**src/rtl/sseg_display_arbiter.sv**
```systemverilog
// Round-robin arbiter that hands the six-digit display to one hardware requester at a time,
// with a minimum hold time, optional blinking and leading-zero blanking on the alternate inputs.
module sseg_display_arbiter #(
    parameter int NREQ        = 4,
    parameter int HOLD_CYCLES = 25_000_000,
    parameter int BLINK_HALF  = 6_250_000,
    parameter bit LZ_SUPPRESS = 1'b1
) (
    input  logic                 i_clk,
    input  logic                 i_reset,
    input  logic [NREQ-1:0]      i_req,
    input  logic [32*NREQ-1:0]   i_data,
    input  logic [NREQ-1:0]      i_blink,
    output logic [NREQ-1:0]      o_grant,
    output logic                 o_alt_sel,
    output logic [31:0]          o_alt_data,
    output logic [5:0]           o_alt_en
);

    localparam int IDX_W   = (NREQ > 1) ? $clog2(NREQ) : 1;
    localparam int HOLD_W  = $clog2(HOLD_CYCLES + 1);
    localparam int BLINK_W = $clog2(BLINK_HALF + 1);

    localparam logic [HOLD_W-1:0]  HOLD_LOAD  = HOLD_W'(HOLD_CYCLES - 1);
    localparam logic [BLINK_W-1:0] BLINK_LAST = BLINK_W'(BLINK_HALF - 1);

    localparam logic [0:0] S_IDLE = 1'b0;
    localparam logic [0:0] S_SHOW = 1'b1;

    logic [0:0]         state;
    logic [IDX_W-1:0]   owner;
    logic [IDX_W-1:0]   rr_ptr;
    logic [HOLD_W-1:0]  hold_cnt;
    logic [BLINK_W-1:0] blink_cnt;
    logic               blink_on;

    logic [0:0]         nxt_state;
    logic [IDX_W-1:0]   nxt_owner;
    logic [HOLD_W-1:0]  nxt_hold;
    logic [BLINK_W-1:0] nxt_bcnt;
    logic               nxt_bon;
    logic               new_grant;
    logic               pick_found;
    logic [IDX_W-1:0]   pick_idx;
    logic [NREQ-1:0]    nxt_grant;
    logic [31:0]        nxt_data;

    // Digits above the most significant nonzero nibble are blanked; digit 0 always stays lit.
    function automatic logic [5:0] digit_mask(input logic [23:0] v);
        logic [5:0] m;
        if (LZ_SUPPRESS == 1'b0) begin
            m = 6'h3f;
        end else begin
            m = 6'h01;
            for (int d = 1; d < 6; d++) begin
                if (v[4*d +: 4] != 4'h0) m = 6'h3f >> (5 - d);
            end
        end
        return m;
    endfunction

    function automatic logic [IDX_W-1:0] wrap_inc(input logic [IDX_W-1:0] i);
        logic [IDX_W-1:0] r;
        if (int'(i) == NREQ - 1) r = '0;
        else                     r = i + 1'b1;
        return r;
    endfunction

    // First requester at or above ptr, wrapping; scanning downward leaves the nearest one.
    function automatic logic [IDX_W:0] rr_pick(input logic [NREQ-1:0] req,
                                              input logic [IDX_W-1:0] ptr);
        logic             found;
        logic [IDX_W-1:0] idx;
        int               k;
        found = 1'b0;
        idx   = '0;
        for (int i = NREQ - 1; i >= 0; i--) begin
            k = (int'(ptr) + i) % NREQ;
            if (req[k]) begin
                found = 1'b1;
                idx   = IDX_W'(k);
            end
        end
        return {found, idx};
    endfunction

    // Next-state decision: release, hold countdown, rotation on expiry, blink phase.
    always_comb begin
        nxt_state = state;
        nxt_owner = owner;
        nxt_hold  = hold_cnt;
        nxt_bcnt  = blink_cnt;
        nxt_bon   = blink_on;
        new_grant = 1'b0;
        {pick_found, pick_idx} = rr_pick(i_req & ~o_grant, rr_ptr);

        if (state == S_IDLE) begin
            if (pick_found) new_grant = 1'b1;
        end else if (!i_req[owner]) begin
            if (pick_found) new_grant = 1'b1;
            else            nxt_state = S_IDLE;
        end else begin
            if (hold_cnt != '0)  nxt_hold = hold_cnt - 1'b1;
            else if (pick_found) new_grant = 1'b1;
            else                 nxt_hold = HOLD_LOAD;

            if (i_blink[owner]) begin
                if (blink_cnt == BLINK_LAST) begin
                    nxt_bcnt = '0;
                    nxt_bon  = ~blink_on;
                end else begin
                    nxt_bcnt = blink_cnt + 1'b1;
                end
            end else begin
                nxt_bcnt = '0;
                nxt_bon  = 1'b1;
            end
        end

        if (new_grant) begin
            nxt_state = S_SHOW;
            nxt_owner = pick_idx;
            nxt_hold  = HOLD_LOAD;
            nxt_bcnt  = '0;
            nxt_bon   = 1'b1;
        end

        nxt_grant            = '0;
        nxt_grant[nxt_owner] = 1'b1;
        nxt_data             = i_data[32*int'(nxt_owner) +: 32];
    end

    // Registered state and display outputs.
    always_ff @(posedge i_clk) begin
        if (i_reset) begin
            state      <= S_IDLE;
            owner      <= '0;
            rr_ptr     <= '0;
            hold_cnt   <= '0;
            blink_cnt  <= '0;
            blink_on   <= 1'b1;
            o_grant    <= '0;
            o_alt_sel  <= 1'b0;
            o_alt_data <= '0;
            o_alt_en   <= '0;
        end else begin
            state     <= nxt_state;
            owner     <= nxt_owner;
            hold_cnt  <= nxt_hold;
            blink_cnt <= nxt_bcnt;
            blink_on  <= nxt_bon;
            if (new_grant) rr_ptr <= wrap_inc(pick_idx);

            if (nxt_state == S_SHOW) begin
                o_grant    <= nxt_grant;
                o_alt_sel  <= 1'b1;
                o_alt_data <= nxt_data;
                o_alt_en   <= nxt_bon ? digit_mask(nxt_data[23:0]) : 6'h00;
            end else begin
                o_grant   <= '0;
                o_alt_sel <= 1'b0;
                o_alt_en  <= '0;
            end
        end
    end

endmodule
```
**config.mk**
```make
export PLATFORM = sky130hd
export DESIGN_NAME = sseg_display_arbiter
export DESIGN_NICKNAME = d
export VERILOG_FILES = /design/src/rtl/sseg_display_arbiter.sv
export SDC_FILE = /design/constraint.sdc
export NUM_CORES = 1
export LEC_CHECK = 0
export CAP_MARGIN = 20
export CORE_AREA = 2 2 107 109
export DETAILED_ROUTE_END_ITERATION = 8
export DIE_AREA = 0 0 109 111
export PLACE_DENSITY = 0.86
export SYNTH_ARGS = -nofsm -noshare
export SYNTH_HDL_FRONTEND = slang
export SYNTH_SLANG_ARGS = --single-unit
```
**constraint.sdc**
```tcl
create_clock -name i_clk -period 6.8 [get_ports i_clk]
set_clock_uncertainty 0.15 [all_clocks]
set_input_delay 1.7 -clock i_clk [delete_from_list [all_inputs] [get_ports i_clk]]
set_output_delay 1.7 -clock i_clk [all_outputs]
set_load 0.02 [all_outputs]
```
==> reports/summary.txt, run 1 <==
Netlist cell types: 64
Fillers: 904
Final instance area: 7500 um2
Startpoint Class: input port
Hold WC Path Type: flip-flop to flip-flop
Placer Congestion: 0.908
Post-synth top cells: 173 x nand2_1, 96 x dfxtp_1, 79 x nand3_1
Post-DP Area: 7170 um2
Vias in the first global route: 5625
Largest fanout on the critical path: 29
Gr busiest metal: met2
Fin crit share: 72.5%
Clk Tree Root Cell: clkbuf_16
Design Power: 2.60 mW
Final setup fails: 0
Pleak: 2.85 nW
DP Wirelength: 12500 um
Clk buf depth: 2
Die Ht: 111 um
FFs w/ async S/R, synth: 0%
RSZ-0062 raised after global routing: no
M1 GR Usage: 33.3%
Synthesized cell area: 5380 um2
Post-CTS Setup Inserts: 0
Worst hold path depth: 2
Status: completed
Most frequent cell after synthesis: nand2_1
DR vias: 5880
Synth Register Bits: 96
Final WL: 17100 um
Pre-antenna DRT Iters: 5
Row count: 39
Reg2Reg Depth: 9
Final net count: 1023
GRT met3 Usage: 8.52%
Int Pwr: 1.54 mW
Area share of the largest cell type after synthesis: 35.8%
Type of the worst setup path: input port to flip-flop
Max H-tree Level: 3
Worst vdd ir: 0.000192 V
IO Count: 181
Buffers on Ports: 180
Non-Filler Instances: 1029
Hold buffers post-CTS: 0
YS warnings: 0
1st-iter DRT viols: 392
CTS sink cnt: 96
Met2 Track Usage GR: 47.9%
Placed Cells: 1012
Slew @ Worst Pin: 1.10 ns
Minimum clock period: 4.93 ns
CP Data Required Time: 6.93 ns
Maxcap violations: 0
Area growth syn-to-layout: 39.6%
Layout cells sized above 1: 4.74%
EDFF count, synth: 0
Initial antenna violation count: 0
Worst-skew pair later-pin latency: 0.35 ns
Via-to-Cell Ratio: 5.71
Grt ovf: 0
Main synth FF type: dfxtp_1
Psw: 1.07 mW
Antenna-violating nets left: 0
# diodes: 0
DRC: 0
Net Sw Frac: 41.0%
CTS tree: built
Setup TNS: 0 ns
Register area share after synthesis: 35.8%
CP endpoint kind: flip-flop
CORE AREA: 11100 um2
Logic gate share of total power: 49.5%
Syn Inst Count: 727
Post-CTS resize count: 0
Slew margin rel.: 26.5%
PwrDens: 347 nW/um2
Largest net degree at the start of global routing: 59
Clock transition at the registers of the reported paths: 0.08 ns
Die width: 109 um
Starting Density: 48.5%
Global-route wire length before repair: 27200 um
Avg WL per Cell: 16.6 um
Arrival time worst endpoint: 5.05 ns
Die area: 12100 um2
Syn_area_per_cell: 7.39 um2
Top cells by area, synth: dfxtp_1 36%, nand2_1 12%, nand3_1 7.4%
Reg power frac: 29.6%
Final count of hold timing violations: 0
Clock share of power: 20.9%
Max-slew violations: 0
CTS Buf Count: 9
Fmax: 203 MHz
Tot GR Track Use: 28.5%
Syn_nets: 869
Dominant cell type by area after synthesis: dfxtp_1
## cell usage in the layout, fill, tap and decap left out, drive strengths merged, types with 4 or more instances in the layout
cell type / n
a21o: 4
a21oi: 68
a22oi: 5
a311oi: 4
a31oi: 6
and3: 5
and4: 5
buf: 8
clkbuf: 10
clkdlybuf4s50: 179
dfxtp: 96
ha: 4
inv: 13
mux2i: 13
nand2: 173
nand2b: 6
nand3: 79
nand4: 10
nor2: 56
nor2b: 8
nor3: 20
nor4: 19
o21a: 5
o21ai: 17
xnor2: 11
xor2: 16
## metrics by stage
stage / utilization (%) / setup slack [ns] / hold WS, ns
floorplan: - / 2.89 / 0.316
global placement: 64.7 / 1.58 / 0.289
detailed placement: 64.7 / 1.51 / 0.296
CTS: 67.5 / 1.89 / 0.304
global route: 67.7 / 1.64 / 0.312
finish: 67.7 / 1.87 / 0.304
## final timing paths
kind,end,from,slack (ns)
worst max-delay path,o_alt_en[4],i_req[1],1.87
worst min-delay path,o_alt_data[31],o_alt_data[31],0.30
worst max register to register,o_alt_en[1],owner[0],3.18
worst min register to register,o_alt_data[31],o_alt_data[31],0.30
## routing by layer
layer | share of wire, % | up-vias
met2 | 49 | 278
met3 | 8.4 | 48
li1 | - | 2859
met5 | 0 | -
met4 | 3.5 | 0
met1 | 39 | 2695
## power groups by stage
stage,sequential [mW],clock (mW),combinational [mW]
2_1_floorplan,0.873,0,0.769
3_3_place_gp,0.778,0,1.26
3_5_place_dp,0.781,0,1.27
4_1_cts,0.770,0.547,1.28
5_1_grt,0.783,0.567,1.40
6_report,0.771,0.543,1.29
## critical path, cell delays in order
cell and delay (ns):
clkdlybuf4s50_1 0.51, mux4_2 0.26, and2_1 0.43, o21a_4 0.33, o211a_1 0.73, buf_4 0.43
nor3_1 0.09, o32a_1 0.22, and4_4 0.21, a21oi_1 0.13
## cell type report
type                    count  area [um2]  area share [%]
well taps                 143         179            2.38
clock buffers              10         239            3.19
clock inverters             6        72.6           0.967
inverters                   9        33.8           0.450
flip-flops and latches     96        1920            25.6
repair buffers            187        1860            24.8
multi-input cells         578        3190            42.6
## sequential cells by signal, indices dropped and copies added, names as in the netlist
| name | cells |
|---|---|
| blink_cnt | 23 |
| blink_on | 1 |
| hold_cnt | 25 |
| o_alt_data | 32 |
| o_alt_en | 6 |
| o_alt_sel | 1 |
| o_grant | 4 |
| owner | 2 |
| rr_ptr | 2 |
## kinds of logic (layout without fill, tap and decap cells)
group                    count (synthesis)  in the layout  synth area share [%]
AO/OA/AOI/OAI                          132            132                  15.8
XOR/XNOR                                27             27                  4.40
multiplexers                            17             17                  3.68
flip-flops                              96             96                  35.8
adder cells (fa/ha/maj)                  4              4                 0.931
AND/OR/NAND/NOR                        398            398                  34.6
buffers and inverters                   53            212                  4.82
Power figures use the tool's default switching activity.
==> inputs of run 2 (changes only) <==
- CORE_AREA: 2 2 107 109 -> 2 2 117 119
- DIE_AREA: 0 0 109 111 -> 0 0 119 121
- PLACE_DENSITY: 0.86 -> 0.77
- clock period: 6.8 -> 4 ns (I/O delays scaled with it)
==> reports/summary.txt, run 2 (synthesized netlist as in run 1, its figures left out) <==
CP Data Required Time: 4.08 ns (was 6.93 ns)
Largest net degree at the start of global routing: 34 (was 59)
PwrDens: 576 nW/um2 (was 347 nW/um2)
Largest regs: o_alt_data: 32 flops, hold_cnt: 25 flops, blink_cnt: 23 flops (unchanged)
Grt ovf: 0 (unchanged)
Final hold slack: 0.304 ns (about the same)
Post-DP Area: 7390 um2 (was 7170 um2)
Post-CTS Setup Inserts: 0 (unchanged)
Hold buffers post-CTS: 0 (unchanged)
Maxcap violations: 0 (unchanged)
DP Wirelength: 13300 um (was 12500 um)
Final count of hold timing violations: 0 (unchanged)
IO Count: 181 (unchanged)
Die width: 119 um (was 109 um)
Type of the worst setup path: input port to flip-flop (unchanged)
Row count: 42 (was 39)
Max reg flops: 32 (unchanged)
Most frequent cells in the layout: 179 x clkdlybuf4s50_1, 173 x nand2_1, 96 x dfxtp_1, 79 x nand3_1, 67 x a21oi_1 (unchanged)
Placer Congestion: 1.00 (was 0.908)
Pleak: 2.92 nW (was 2.85 nW)
Final net count: 1042 (was 1023)
Starting Density: 41.1% (was 48.5%)
Post-CTS resize count: 0 (unchanged)
Hold WC Path Type: flip-flop to flip-flop (unchanged)
Startpoint Class: input port (unchanged)
Initial antenna violation count: 0 (unchanged)
Slew margin rel.: 56.8% (was 26.5%)
Clk Tree Root Cell: clkbuf_16 (unchanged)
Util after Layout: 58.5% (was 67.7%)
Layout cells sized above 1: 6.53% (was 4.74%)
Status: completed (unchanged)
DRC: 0 (unchanged)
Clock transition at the registers of the reported paths: 0.07 ns (was 0.08 ns)
Max H-tree Level: 3 (unchanged)
CP endpoint kind: flip-flop (unchanged)
Fin crit share: 90.1%
# diodes: 0 (unchanged)
1st-iter DRT viols: 395 (was 392)
Pre-antenna DRT Iters: 5 (unchanged)
DR vias: 5815 (was 5880)
Die area: 14400 um2 (was 12100 um2)
Global-route wire length before repair: 27400 um (was 27200 um)
Buffers on Ports: 180 (unchanged)
Setup TNS: 0 ns (unchanged)
Worst R2R Setup Slack: 0.84 ns (was 3.18 ns)
Vias in the first global route: 5563 (was 5625)
Worst vdd ir: 0.000317 V (was 0.000192 V)
Worst-skew pair later-pin latency: 0.35 ns (about the same)
Clk buf depth: 2 (unchanged)
Antenna-violating nets left: 0 (unchanged)
CTS Buf Count: 9 (unchanged)
Die Ht: 121 um (was 111 um)
Placed Cells: 1065 (was 1012)
Via-to-Cell Ratio: 5.38 (was 5.71)
Max-slew violations: 0 (unchanged)
Final WL: 17300 um (was 17100 um)
Top reg by flops: o_alt_data (unchanged)
Final instance area: 7650 um2 (was 7500 um2)
CTS sink cnt: 96 (unchanged)
Arrival time worst endpoint: 3.69 ns (was 5.05 ns)
Fmax: 277 MHz
Place WS: 0.0790 ns (was 1.51 ns)
Largest fanout on the critical path: 16 (was 29)
Minimum clock period: 3.60 ns
Avg WL per Cell: 16.0 um (was 16.6 um)
Commonest non-fill, non-tap cell in the layout: clkdlybuf4s50_1 (unchanged)
CTS tree: built (unchanged)
Area growth syn-to-layout: 42.3% (was 39.6%)
RSZ-0062 raised after global routing: no (unchanged)
Worst Slack Setup Final: 0.396 ns (was 1.87 ns)
Final setup fails: 0 (unchanged)
CORE AREA: 13100 um2 (was 11100 um2)
Tot GR Track Use: 23.9% (was 28.5%)
Design Power: 4.41 mW (was 2.60 mW)
Slew @ Worst Pin: 0.648 ns (was 1.10 ns)
Non-Filler Instances: 1080 (was 1029)
run 2: path summary, 6_finish.rpt:
path / startpoint / endpoint / depth (start not counted)
min reg2reg: o_alt_data[13] / o_alt_data[13] / 2
min: o_alt_data[13] / o_alt_data[13] / 2
max reg2reg: hold_cnt[0] / o_alt_en[1] / 11
max: i_req[0] / o_alt_en[1] / 10
run 2: area by class of cell:
| class | instances | area [um2] |
|---|---|---|
| fill | 1197 | 5440 |
| multi-input combinational | 578 | 3190 |
| timing repair buffer | 206 | 2020 |
| sequential | 96 | 1920 |
| clock buffer | 11 | 233 |
| tap | 176 | 220 |
| inverter | 9 | 33.8 |
| clock inverter | 4 | 30.0 |
run 2: per-layer routing:
layer | vias up | part of all wire [%] | GRT usage (%)
met1 | 2656 | 40 | 28.7
li1 | 2903 | - | -
met3 | 24 | 7.8 | 5.69
met5 | - | 0 | 0
met4 | 0 | 2.2 | 8.26
met2 | 232 | 50 | 41.9
run 2: report_power, final:
part | internal, mW | leakage (nW) | switching, mW
Sequential | 1.16 | 0.792 | 0.154
Combinational | 1.04 | 2.00 | 1.26
Clock | 0.421 | 0.126 | 0.374
run 2: critical path: stages:
cell and delay [ns]:
clkdlybuf4s50_1 0.44, nor2b_1 0.18, a21o_1 0.18, a311o_1 0.41, o211ai_4 0.51, buf_4 0.24
mux2i_1 0.21, a22o_1 0.20, and4_1 0.23, a31oi_1 0.08
==> inputs of run 3 (changes only) <==
--- a/constraint.sdc
+++ b/constraint.sdc
@@ -4,2 +4,2 @@
 set_output_delay 1 -clock i_clk [all_outputs]
-set_load 0.02 [all_outputs]
+set_load 0.05 [all_outputs]
==> results of run 3 <==
Same layout as run 2 (identical final DEF). Status: completed.
Main changes from that run: total power 4.41 mW -> 4.75 mW; worst IR drop on VDD 0.000317 V -> 0.000364 V
